--- config.mk ---
export PLATFORM = sky130hd
export DESIGN_NAME = ext_irq_ctrl_flat
export DESIGN_NICKNAME = d
export VERILOG_FILES = /design/src/rtl/ext_irq_ctrl_if.sv /design/src/rtl/ext_irq_ctrl.sv /design/src/flat_wrapper.sv
export SDC_FILE = /design/constraint.sdc
export NUM_CORES = 1
export LEC_CHECK = 0
export BUFFER_PORTS_ARGS = -buffer_cell sky130_fd_sc_hd__buf_2
export CAP_MARGIN = 5
export CORE_ASPECT_RATIO = 1.25
export CORE_MARGIN = 2
export CORE_UTILIZATION = 55
export DETAILED_ROUTE_END_ITERATION = 10
export GPL_TIMING_DRIVEN = 0
export PLACE_DENSITY = 0.77
export SKIP_LAST_GASP = 1
export SLEW_MARGIN = 20
export SYNTH_ARGS = -nofsm -noshare
export SYNTH_HDL_FRONTEND = slang
export SYNTH_SLANG_ARGS = --single-unit
--- constraint.sdc ---
create_clock -name clk -period 18.6 [get_ports clk]
set_clock_uncertainty 0.2 [all_clocks]
set_input_delay 3.72 -clock clk [delete_from_list [all_inputs] [get_ports clk]]
set_output_delay 3.72 -clock clk [all_outputs]
set_load 0.1 [all_outputs]
--- src/rtl/ext_irq_ctrl_if.sv ---
`default_nettype none
// ============================================================================
// Module      : ext_irq_ctrl_if
// Description : Single-cycle MMIO register port of the external-interrupt controller.
// Revision    : 1.0 - initial release
// ============================================================================
interface ext_irq_ctrl_if #(
    parameter int XLEN = 32
);
    logic            bus_valid;
    logic            bus_we;
    logic [11:0]     bus_addr;
    logic [XLEN-1:0] bus_wdata;
    logic [XLEN-1:0] bus_rdata;
    logic            bus_rvalid;

    modport master (
        output bus_valid, bus_we, bus_addr, bus_wdata,
        input  bus_rdata, bus_rvalid
    );

    modport slave (
        input  bus_valid, bus_we, bus_addr, bus_wdata,
        output bus_rdata, bus_rvalid
    );
endinterface
`default_nettype wire

--- src/rtl/ext_irq_ctrl.sv ---
`default_nettype none
// ============================================================================
// Module      : ext_irq_ctrl
// Description : Level-gateway external-interrupt controller with per-hart
//               priority/threshold arbitration and MMIO claim/complete.
// Revision    : 1.0 - initial release
// ============================================================================
module ext_irq_ctrl #(
    parameter int NUM_SRC   = 8,
    parameter int NUM_HARTS = 4,
    parameter int PRIO_W    = 3,
    parameter int XLEN      = 32
) (
    input  logic                 clk,
    input  logic                 rst,
    input  logic [NUM_SRC-1:0]   irq_src_i,
    ext_irq_ctrl_if.slave        bus,
    output logic [NUM_HARTS-1:0] meip_o
);
    localparam int ID_W = $clog2(NUM_SRC + 1);

    logic [PRIO_W-1:0]  prio_q  [1:NUM_SRC];
    logic [PRIO_W-1:0]  prio_d  [1:NUM_SRC];
    logic [NUM_SRC:1]   en_q    [NUM_HARTS];
    logic [NUM_SRC:1]   en_d    [NUM_HARTS];
    logic [PRIO_W-1:0]  thr_q   [NUM_HARTS];
    logic [PRIO_W-1:0]  thr_d   [NUM_HARTS];
    logic [NUM_SRC:1]   pend_q, pend_d;
    logic [NUM_SRC:1]   insvc_q, insvc_d;
    logic [NUM_HARTS-1:0] meip_q, meip_d;
    logic [XLEN-1:0]    rdata_q, rdata_d;
    logic               rvalid_q;

    logic [NUM_SRC:1]   w_elig     [NUM_HARTS];
    logic [ID_W-1:0]    w_claim_id [NUM_HARTS];
    logic [PRIO_W-1:0]  w_best     [NUM_HARTS];
    logic [NUM_SRC:1]   w_irq;
    logic [11:0]        w_addr;
    logic [XLEN-1:0]    w_wdata;
    logic               w_rd, w_wr, w_is_prio, w_is_hart;
    logic [XLEN-1:0]    w_rval;

    assign w_irq     = irq_src_i;
    assign w_addr    = bus.bus_addr;
    assign w_wdata   = bus.bus_wdata;
    assign w_rd      = bus.bus_valid & ~bus.bus_we;
    assign w_wr      = bus.bus_valid & bus.bus_we;
    assign w_is_prio = (w_addr[11:7] == 5'd0) && (w_addr[1:0] == 2'd0);
    assign w_is_hart = (w_addr[11:8] == 4'h1);

    // Strict '>' on priority keeps the lowest id among equal-priority winners.
    always_comb begin
        for (int h = 0; h < NUM_HARTS; h++) begin
            w_elig[h]     = '0;
            w_claim_id[h] = '0;
            w_best[h]     = '0;
            for (int i = 1; i <= NUM_SRC; i++) begin
                w_elig[h][i] = pend_q[i] & en_q[h][i] & (prio_q[i] > thr_q[h]);
                if (w_elig[h][i] && (prio_q[i] > w_best[h])) begin
                    w_best[h]     = prio_q[i];
                    w_claim_id[h] = ID_W'(i);
                end
            end
            meip_d[h] = |w_elig[h];
        end
    end

    always_comb begin
        prio_d  = prio_q;
        en_d    = en_q;
        thr_d   = thr_q;
        insvc_d = insvc_q;
        pend_d  = pend_q | (w_irq & ~insvc_q);
        w_rval  = '0;

        for (int i = 1; i <= NUM_SRC; i++) begin
            if (w_is_prio && (w_addr[6:2] == 5'(i))) begin
                w_rval = XLEN'(prio_q[i]);
                if (w_wr) prio_d[i] = w_wdata[PRIO_W-1:0];
            end
        end

        if (w_addr == 12'h080) w_rval = XLEN'({pend_q, 1'b0});

        for (int h = 0; h < NUM_HARTS; h++) begin
            if (w_is_hart && (w_addr[7:4] == 4'(h))) begin
                case (w_addr[3:0])
                    4'h0: begin
                        w_rval = XLEN'({en_q[h], 1'b0});
                        if (w_wr) en_d[h] = w_wdata[NUM_SRC:1];
                    end
                    4'h4: begin
                        w_rval = XLEN'(thr_q[h]);
                        if (w_wr) thr_d[h] = w_wdata[PRIO_W-1:0];
                    end
                    4'h8: begin
                        w_rval = XLEN'(w_claim_id[h]);
                        // Claim overrides the gateway set computed above.
                        for (int i = 1; i <= NUM_SRC; i++) begin
                            if (w_rd && (w_claim_id[h] == ID_W'(i))) begin
                                pend_d[i]  = 1'b0;
                                insvc_d[i] = 1'b1;
                            end
                            if (w_wr && (w_wdata == XLEN'(i))) insvc_d[i] = 1'b0;
                        end
                    end
                    default: ;
                endcase
            end
        end

        rdata_d = w_rd ? w_rval : rdata_q;
    end

    always_ff @(posedge clk or posedge rst) begin
        if (rst) begin
            for (int i = 1; i <= NUM_SRC; i++) prio_q[i] <= '0;
            for (int h = 0; h < NUM_HARTS; h++) begin
                en_q[h]  <= '0;
                thr_q[h] <= '0;
            end
            pend_q   <= '0;
            insvc_q  <= '0;
            meip_q   <= '0;
            rdata_q  <= '0;
            rvalid_q <= 1'b0;
        end else begin
            prio_q   <= prio_d;
            en_q     <= en_d;
            thr_q    <= thr_d;
            pend_q   <= pend_d;
            insvc_q  <= insvc_d;
            meip_q   <= meip_d;
            rdata_q  <= rdata_d;
            rvalid_q <= w_rd;
        end
    end

    assign bus.bus_rdata  = rdata_q;
    assign bus.bus_rvalid = rvalid_q;
    assign meip_o         = meip_q;
endmodule
`default_nettype wire
--- src/flat_wrapper.sv ---
// flat-port wrapper written by rule: the top's interface ports become plain ports
module ext_irq_ctrl_flat 
#(
    parameter int NUM_SRC   = 8,
    parameter int NUM_HARTS = 4,
    parameter int PRIO_W    = 3,
    parameter int XLEN      = 32
)
  (clk, rst, irq_src_i, meip_o, bus_bus_valid, bus_bus_we, bus_bus_addr, bus_bus_wdata, bus_bus_rdata, bus_bus_rvalid);
  ext_irq_ctrl_if #(.XLEN(XLEN)) bus_i ();
  input  logic clk;
  input  logic rst;
  input  logic [NUM_SRC-1:0] irq_src_i;
  output logic [NUM_HARTS-1:0] meip_o;
  input wire logic [$bits(bus_i.bus_valid)-1:0] bus_bus_valid;
  input wire logic [$bits(bus_i.bus_we)-1:0] bus_bus_we;
  input wire logic [$bits(bus_i.bus_addr)-1:0] bus_bus_addr;
  input wire logic [$bits(bus_i.bus_wdata)-1:0] bus_bus_wdata;
  output wire logic [$bits(bus_i.bus_rdata)-1:0] bus_bus_rdata;
  output wire logic [$bits(bus_i.bus_rvalid)-1:0] bus_bus_rvalid;
  assign bus_i.bus_valid = bus_bus_valid;
  assign bus_i.bus_we = bus_bus_we;
  assign bus_i.bus_addr = bus_bus_addr;
  assign bus_i.bus_wdata = bus_bus_wdata;
  assign bus_bus_rdata = bus_i.bus_rdata;
  assign bus_bus_rvalid = bus_i.bus_rvalid;
  ext_irq_ctrl #(.NUM_SRC(NUM_SRC), .NUM_HARTS(NUM_HARTS), .PRIO_W(PRIO_W), .XLEN(XLEN)) u_core (.clk(clk), .rst(rst), .irq_src_i(irq_src_i), .bus(bus_i), .meip_o(meip_o));
endmodule
After elaboration in Yosys (flattened, before gate mapping)
Index checks and enable logic that the tools add are counted.
{"block": "totals", "register_bits": 121, "latchBits": 0, "ram_bits": 0, "mem_bits_ro": 0, "in_bits": 56, "output_inout_bits": 37, "wordCells": 505, "memories": 0}
{"block": "op_classes", "addsub": 0, "n_mul": 0, "div_mod_pow": 0, "order_cmp": 61, "eq_ne": 55, "n_shift": 0, "mux": 189, "bitwise": 70, "reduce_logical": 109}
{"operator": "case mux 32 bit (3 select lines)", "count": 3}
{"operator": "> comparator 3 bit", "count": 60}
{"operator": "two-way mux 3 bit", "count": 52}
{"operator": "equality test 32 x 3 -> 1 bit, second input constant", "count": 4}
{"operator": "two-way mux 32 bit", "count": 4}
{"operator": "two-way mux 8 bit", "count": 16}
{"operator": "two-way mux 1 bit", "count": 100}
{"operator": "logical AND 1 bit", "count": 85}
{"operator": "equality test 4 x 3 -> 1 bit, second input constant", "count": 17}
{"operator": "AND 1 bit", "count": 66}
{"operator": "equality test 32 x 2 -> 1 bit, second input constant", "count": 2}
{"operator": "equality test 4 x 2 -> 1 bit, second input constant", "count": 10}
{"operator": "equality test 32 x 1 -> 1 bit, second input constant", "count": 1}
{"operator": "equality test 32 x 4 -> 1 bit, second input constant", "count": 1}
{"operator": "OR reduction 8 bit", "count": 4}
{"operator": "case mux 9 bit (3 select lines)", "count": 1}
{"operator": "equality test 4 x 1 -> 1 bit, second input constant", "count": 6}
{"operator": "AND reduction 3 bit", "count": 8}
{"operator": "equality test 4 bit, second input constant", "count": 5}
{"operator": "equality test 5 x 3 -> 1 bit, second input constant", "count": 4}
{"operator": "two-way mux 2 bit", "count": 8}
{"operator": "two-way mux 4 bit", "count": 4}
{"operator": "AND reduction 2 bit", "count": 8}
{"operator": "equality test 12 x 8 -> 1 bit, second input constant", "count": 1}
{"operator": "12 further kinds", "count": 14}

Depth between registers and ports, before layout
{"block": "logic_depth", "depth_word": 43, "mapped_depth": 62, "mapped_depth_nobuf": 62}

Worst setup path before layout
OpenSTA, ideal clock, no wires.
{"block": "synth_path", "path_kind": "flip-flop to flip-flop", "start": "reg u_core.thr_q[10] in the netlist's numbering", "end": "reg u_core.pend_q[2] in the netlist's numbering", "setup_time_ns": 0.130, "t_arrival_ns": 10.545, "t_required_ns": 18.270, "setup_slack_ns": 7.725, "stages_incl_launch_ff": 57, "period_less_slack_ns": 10.875, "cell_sequence": "dfrtp_1 -> inv_1 -> ha_1 -> nor2b_1 -> o311ai_1 -> nor2_1 -> nand2_1 -> ha_1 -> and3_1 -> a21oi_1 -> nand3_2 -> o21ai_0 -> inv_1 -> ha_1 -> and3_1 -> or3_1 -> buf_6 -> mux2_2 -> [21 not listed] -> ha_1 -> inv_1 -> a21o_1 -> a21oi_1 -> a31oi_1 -> nand2_1 -> mux2_2 -> ha_1 -> nor2b_1 -> o21ai_0 -> nand2b_1 -> and3_1 -> nor3_1 -> and2_1 -> clkbuf_1 -> nand2_1 -> o31ai_1 -> nor2_1"}
{"block": "synth_via", "elab_chain_len": 39, "elab_cells_between_ends": 60}
{"item": "start, declared", "line": "ext_irq_ctrl.sv:26", "rtl": "logic [PRIO_W-1:0] thr_q [NUM_HARTS];"}
{"item": "start signal, assigned", "line": "ext_irq_ctrl.sv:130", "rtl": "thr_q <= thr_d;"}
{"item": "> comparator 3 bit", "line": "ext_irq_ctrl.sv:58", "rtl": "w_elig[h][i] = pend_q[i] & en_q[h][i] & (prio_q[i] > thr_q[h]);"}
{"item": "AND 1 bit", "line": "ext_irq_ctrl.sv:58"}
{"item": "logical AND 1 bit", "line": "ext_irq_ctrl.sv:59", "rtl": "if (w_elig[h][i] && (prio_q[i] > w_best[h])) begin"}
{"item": "two-way mux 3 bit", "line": "ext_irq_ctrl.sv:59"}
{"item": "> comparator 3 bit", "line": "ext_irq_ctrl.sv:59"}
{"item": "logical AND 1 bit", "line": "ext_irq_ctrl.sv:59"}
{"item": "two-way mux 3 bit", "line": "ext_irq_ctrl.sv:59"}
{"item": "> comparator 3 bit", "line": "ext_irq_ctrl.sv:59"}
{"item": "[24 not listed]"}
{"item": "two-way mux 8 bit *", "line": "ext_irq_ctrl.sv:86", "rtl": "if (w_is_hart && (w_addr[7:4] == 4'(h))) begin"}
{"item": "two-way mux 1 bit", "line": "ext_irq_ctrl.sv:100", "rtl": "if (w_rd && (w_claim_id[h] == ID_W'(i))) begin"}
{"item": "two-way mux 8 bit", "line": "ext_irq_ctrl.sv:87", "rtl": "case (w_addr[3:0])"}
{"item": "two-way mux 8 bit *", "line": "ext_irq_ctrl.sv:86"}
{"item": "two-way mux 1 bit", "line": "ext_irq_ctrl.sv:100"}
{"item": "two-way mux 8 bit", "line": "ext_irq_ctrl.sv:87"}
{"item": "two-way mux 8 bit *", "line": "ext_irq_ctrl.sv:86"}
{"item": "named net u_core.pend_d, one bit", "line": "ext_irq_ctrl.sv:28", "rtl": "logic [NUM_SRC:1] pend_q, pend_d;"}
{"item": "end signal, assigned", "line": "ext_irq_ctrl.sv:131", "rtl": "pend_q <= pend_d;"}
{"item": "end, declared", "line": "ext_irq_ctrl.sv:28"}
Mark *: on every way through the listed nets, which the timed path passes. The rest lies on a longest branch.
A chain may end at the register's enable or synchronous reset.

Worst setup path after layout
Same ends and word-level chain as after synthesis.

==> reports/qor.tcl <==
set qor(status) {finished clean}
set qor(final_common_cell) {ha_1}
set qor(post-route-drc-count) 0
set qor(worst_ep_required_time_ps) 18630
set qor(drive_gt1_share_pct) 14.74
set qor(wl_mm) 36.50
set qor(gr_peak_layer) {met2}
set qor(die_width_microns) 127.9
set qor(path_clk_slew_ps) 80
set qor(clockRootBuffer) {clkbuf_16}
set qor(io_buffer_count) 66
set qor(initialDrtViolationCount) 1128
set qor(placed_area_sq_mm) 0.01135
set qor(r2r_slack_ps) 5260
set qor(grt_first_pass_wirelength_mm) 55.70
set qor(count_of_flip_flops_with_a_built_in_enable_after_synthesis) 0
set qor(cts_resized) 0
set qor(worstReg2RegEnd) {u_core.pend_q[2]$_DFF_PP0_}
set qor(critPathSlowestCell) {a311o_2}
set qor(route.detailed.vias_per_inst) 6.594
set qor(crit_arrival_ps) 13370
set qor(tightestPinTransition_ps) 1093
set qor(via_count_of_the_first_global_routing_pass) 9747
set qor(ff_latch_area_sq_mm) 0.002452
set qor(setup.worst_path.end_class) {register}
set qor(criticalPathCategory) {reg2reg}
set qor(htree_num_levels) 3
set qor(worst_hold_slack_ps) 284.4
set qor(crit_fanout) 9
set qor(cellLeakagePower_nw) 5.659
set qor(globalRouteMet1Util_pct) 47.64
set qor(met3_usage_pct) 4.637
set qor(vias) 10560
set qor(num_io_pins) 93
set qor(worst_setup_path_startpoint) {u_core.thr_q[10]$_DFFE_PP0P_}
set qor(slew_headroom_pct) 26.60
set qor(nFillCells) 1709
set qor(report.final.hold_viol_count) 0
set qor(postCtsSetupBuffers) 0
set qor(grt_start_max_net_pins) 51
set qor(synth_area_leaders) {dfrtp_1, ha_1, mux2_2, nand2_1, o21ai_0}
set qor(grt_util_met2_pct) 56.64
set qor(postSynthAreaPerCell_sq_um) 8.369
set qor(wire_per_inst_microns) 22.79
set qor(detailed_place_hpwl_mm) 28.55
set qor(rsz_0062_raised_after_global_routing) {false}
set qor(grt_antenna_before_repair) 0
set qor(synth.yosys.seq_area_share_pct) 23.22
set qor(clk_latency_ps) 360
set qor(most_repeated_library_cell_on_the_critical_path) {ha_1}
set qor(max_clock_freq_mhz) 74.97
set qor(synth.cell_area_sq_mm) 0.01056
set qor(fin_setup_tns_ps) 0
set qor(synthToLayoutAreaGrowth_pct) 10.45
set qor(holdBufCountCts) 0
set qor(cts-buffers-inserted) 9
set qor(globalRoute.totalOverflow) 0
set qor(floorplan.die.height_microns) 158.9
set qor(initial_utilization_pct) 56.24
set qor(postSynthCellCount) 1262
set qor(regToRegStartpoint) {u_core.thr_q[10]$_DFFE_PP0P_}
set qor(globalRouteTotalUtil_pct) 35.91
set qor(multi_input_area_sq_mm) 0.007556
set qor(detailedRoute.firstPassIterationCount) 8
set qor(route.antenna.remaining_nets) 0
set qor(max-vdd-ir-drop_v) 0.00004593
set qor(number_of_cells_on_the_worst_reg_to_reg_path) 55
set qor(finalWeightedCongestion) 1.028
set qor(critical_path.max_stage_delay_ps) 540
set qor(design_area_sq_mm) 0.01166
set qor(endpoint) {u_core.pend_q[2]$_DFF_PP0_}
set qor(post-synth-top-area-fraction_pct) 23.22
set qor(pwr_density_cell_mw_per_mm2) 41.66
set qor(die_area_sq_mm) 0.02033
set qor(clock_sinks) 98
set qor(finalCritPeriodShare_pct) 71.71
set qor(synth_flop_cell) {dfrtp_1}
set qor(ys.warnings.count) 0
set qor(ys_seq_elements) 98
set qor(min_path_type) {reg2reg}
set qor(core_sq_mm) 0.01878
set qor(cap_viol_max_count) 0
set qor(final_nets) 1597
set qor(most_used_cells_in_the_layout_excluding_fill_and_tap_cells) {ha_1, nand2_1, inv_1, dfrtp_1, o21ai_0}
set qor(netlist-cell-type-count) 77
set qor(timing.final.max_slew_violations) 0
set qor(synthDominantAreaCellType) {dfrtp_1}
set qor(finalSetupViolCount) 0
set qor(min_cycle_time_layout_ps) 13340
set qor(rows) 56
set qor(clock_path_buffers) 2
set qor(cts_tree) {done}
set qor(ys_async_sr_fraction_pct) 100.0
set qor(diodes) 0
set qor(critical_path.startpoint_type) {register}
==> metrics by stage <==
step	worst slack (ps)	instances	power [W]	utilization (%)
global placement	5713	1582	0.0002820	59.99
CTS	5464	1602	0.0004847	62.12
floorplan	7725	1284	0.0002659	-
detailed placement	5497	1587	0.0002833	60.43
global route	4385	1602	0.0004968	62.12
finish	5261	1602	0.0004860	62.12
==> where the power goes <==
group          internal [W]  leakage, nW  total [W]  switching [W]
Combinational     0.0000149         4.29  0.0000649      0.0000500
Clock              0.000118        0.156   0.000206      0.0000878
Sequential         0.000214         1.21   0.000215     0.00000125
Total              0.000347         5.66   0.000486       0.000139
==> critical path, delay by kind of cell, from the launching register on <==
kind                     cells  cell delay, ps
AO/OA/AOI/OAI               16            3450
multiplexers                 6            2230
buffers and inverters        4             890
flip-flops                   1             390
AND/OR/NAND/NOR             21            3740
adder cells (fa/ha/maj)      8            2270
==> kinds of logic (layout without fill, tap and decap cells) <==
group / Yosys count / in the layout / share of synthesized area, %
and+or+nand+nor: 414 / 414 / 19.38
AOI/OAI and AO/OA: 334 / 334 / 20.89
adders and majority gates: 176 / 176 / 20.83
buffers and inverters: 150 / 236 / 6.220
DFF: 98 / 98 / 23.22
muxes: 89 / 89 / 9.430
other: 1 / 23 / 0.03551
==> metal layers <==
| layer | up-vias | wire [microns] |
|---|---|---|
| li1 | 4853 | - |
| met1 | 4941 | 14730 |
| met2 | 620 | 16170 |
| met3 | 149 | 3027 |
| met4 | 0 | 2566 |
| met5 | - | 0 |
==> synthesized netlist by cell type, types with 17 or more instances <==
master / n
a31oi_1: 20
nand3_1: 64
ha_1: 175
dfrtp_1: 98
nor2b_1: 35
clkbuf_1: 23
nand2_1: 126
a311oi_1: 17
nor2_1: 70
mux2_2: 70
nor4_1: 18
a21oi_1: 80
inv_1: 99
a21o_1: 29
o21ai_0: 82
buf_4: 23
nor3_1: 24
==> state kept, by name, indices dropped and copies added, names as in the netlist <==
signal	cells
u_core.en_q	32
u_core.prio_q	24
u_core.thr_q	12
u_core.bus.bus_rdata	9
u_core.insvc_q	8
u_core.pend_q	8
u_core.meip_o	4
u_core.bus.bus_rvalid	1
==> worst min path at each step <==
| stage | slack (ps) | end | start | cells past startpoint |
|---|---|---|---|---|
| 2_1_floorplan | 260 | u_core.insvc_q[1]$_DFF_PP0_ | u_core.insvc_q[1]$_DFF_PP0_ | 2 |
| 3_3_place_gp | 270 | u_core.bus.bus_rdata[7]$_DFFE_PP0P_ | u_core.bus.bus_rdata[7]$_DFFE_PP0P_ | 2 |
| 3_5_place_dp | 270 | u_core.bus.bus_rdata[3]$_DFFE_PP0P_ | u_core.bus.bus_rdata[3]$_DFFE_PP0P_ | 2 |
| 4_1_cts | 290 | u_core.bus.bus_rdata[3]$_DFFE_PP0P_ | u_core.bus.bus_rdata[3]$_DFFE_PP0P_ | 2 |
| 5_1_grt | 310 | u_core.bus.bus_rdata[3]$_DFFE_PP0P_ | u_core.bus.bus_rdata[3]$_DFFE_PP0P_ | 2 |
| 6_report | 280 | u_core.bus.bus_rdata[5]$_DFFE_PP0P_ | u_core.bus.bus_rdata[5]$_DFFE_PP0P_ | 2 |
==> final cells by class <==
cell class                 count  share of cell area, %
inverter                      99                  3.229
timing repair buffer          71                  3.325
buffer                        51                  2.446
sequential                    98                  21.02
clock buffer                   9                  1.931
multi-input combinational   1036                  64.78
clock inverter                 6                 0.7830
tap                          232                  2.488
Note: power is estimated with default switching activity, not from simulation.
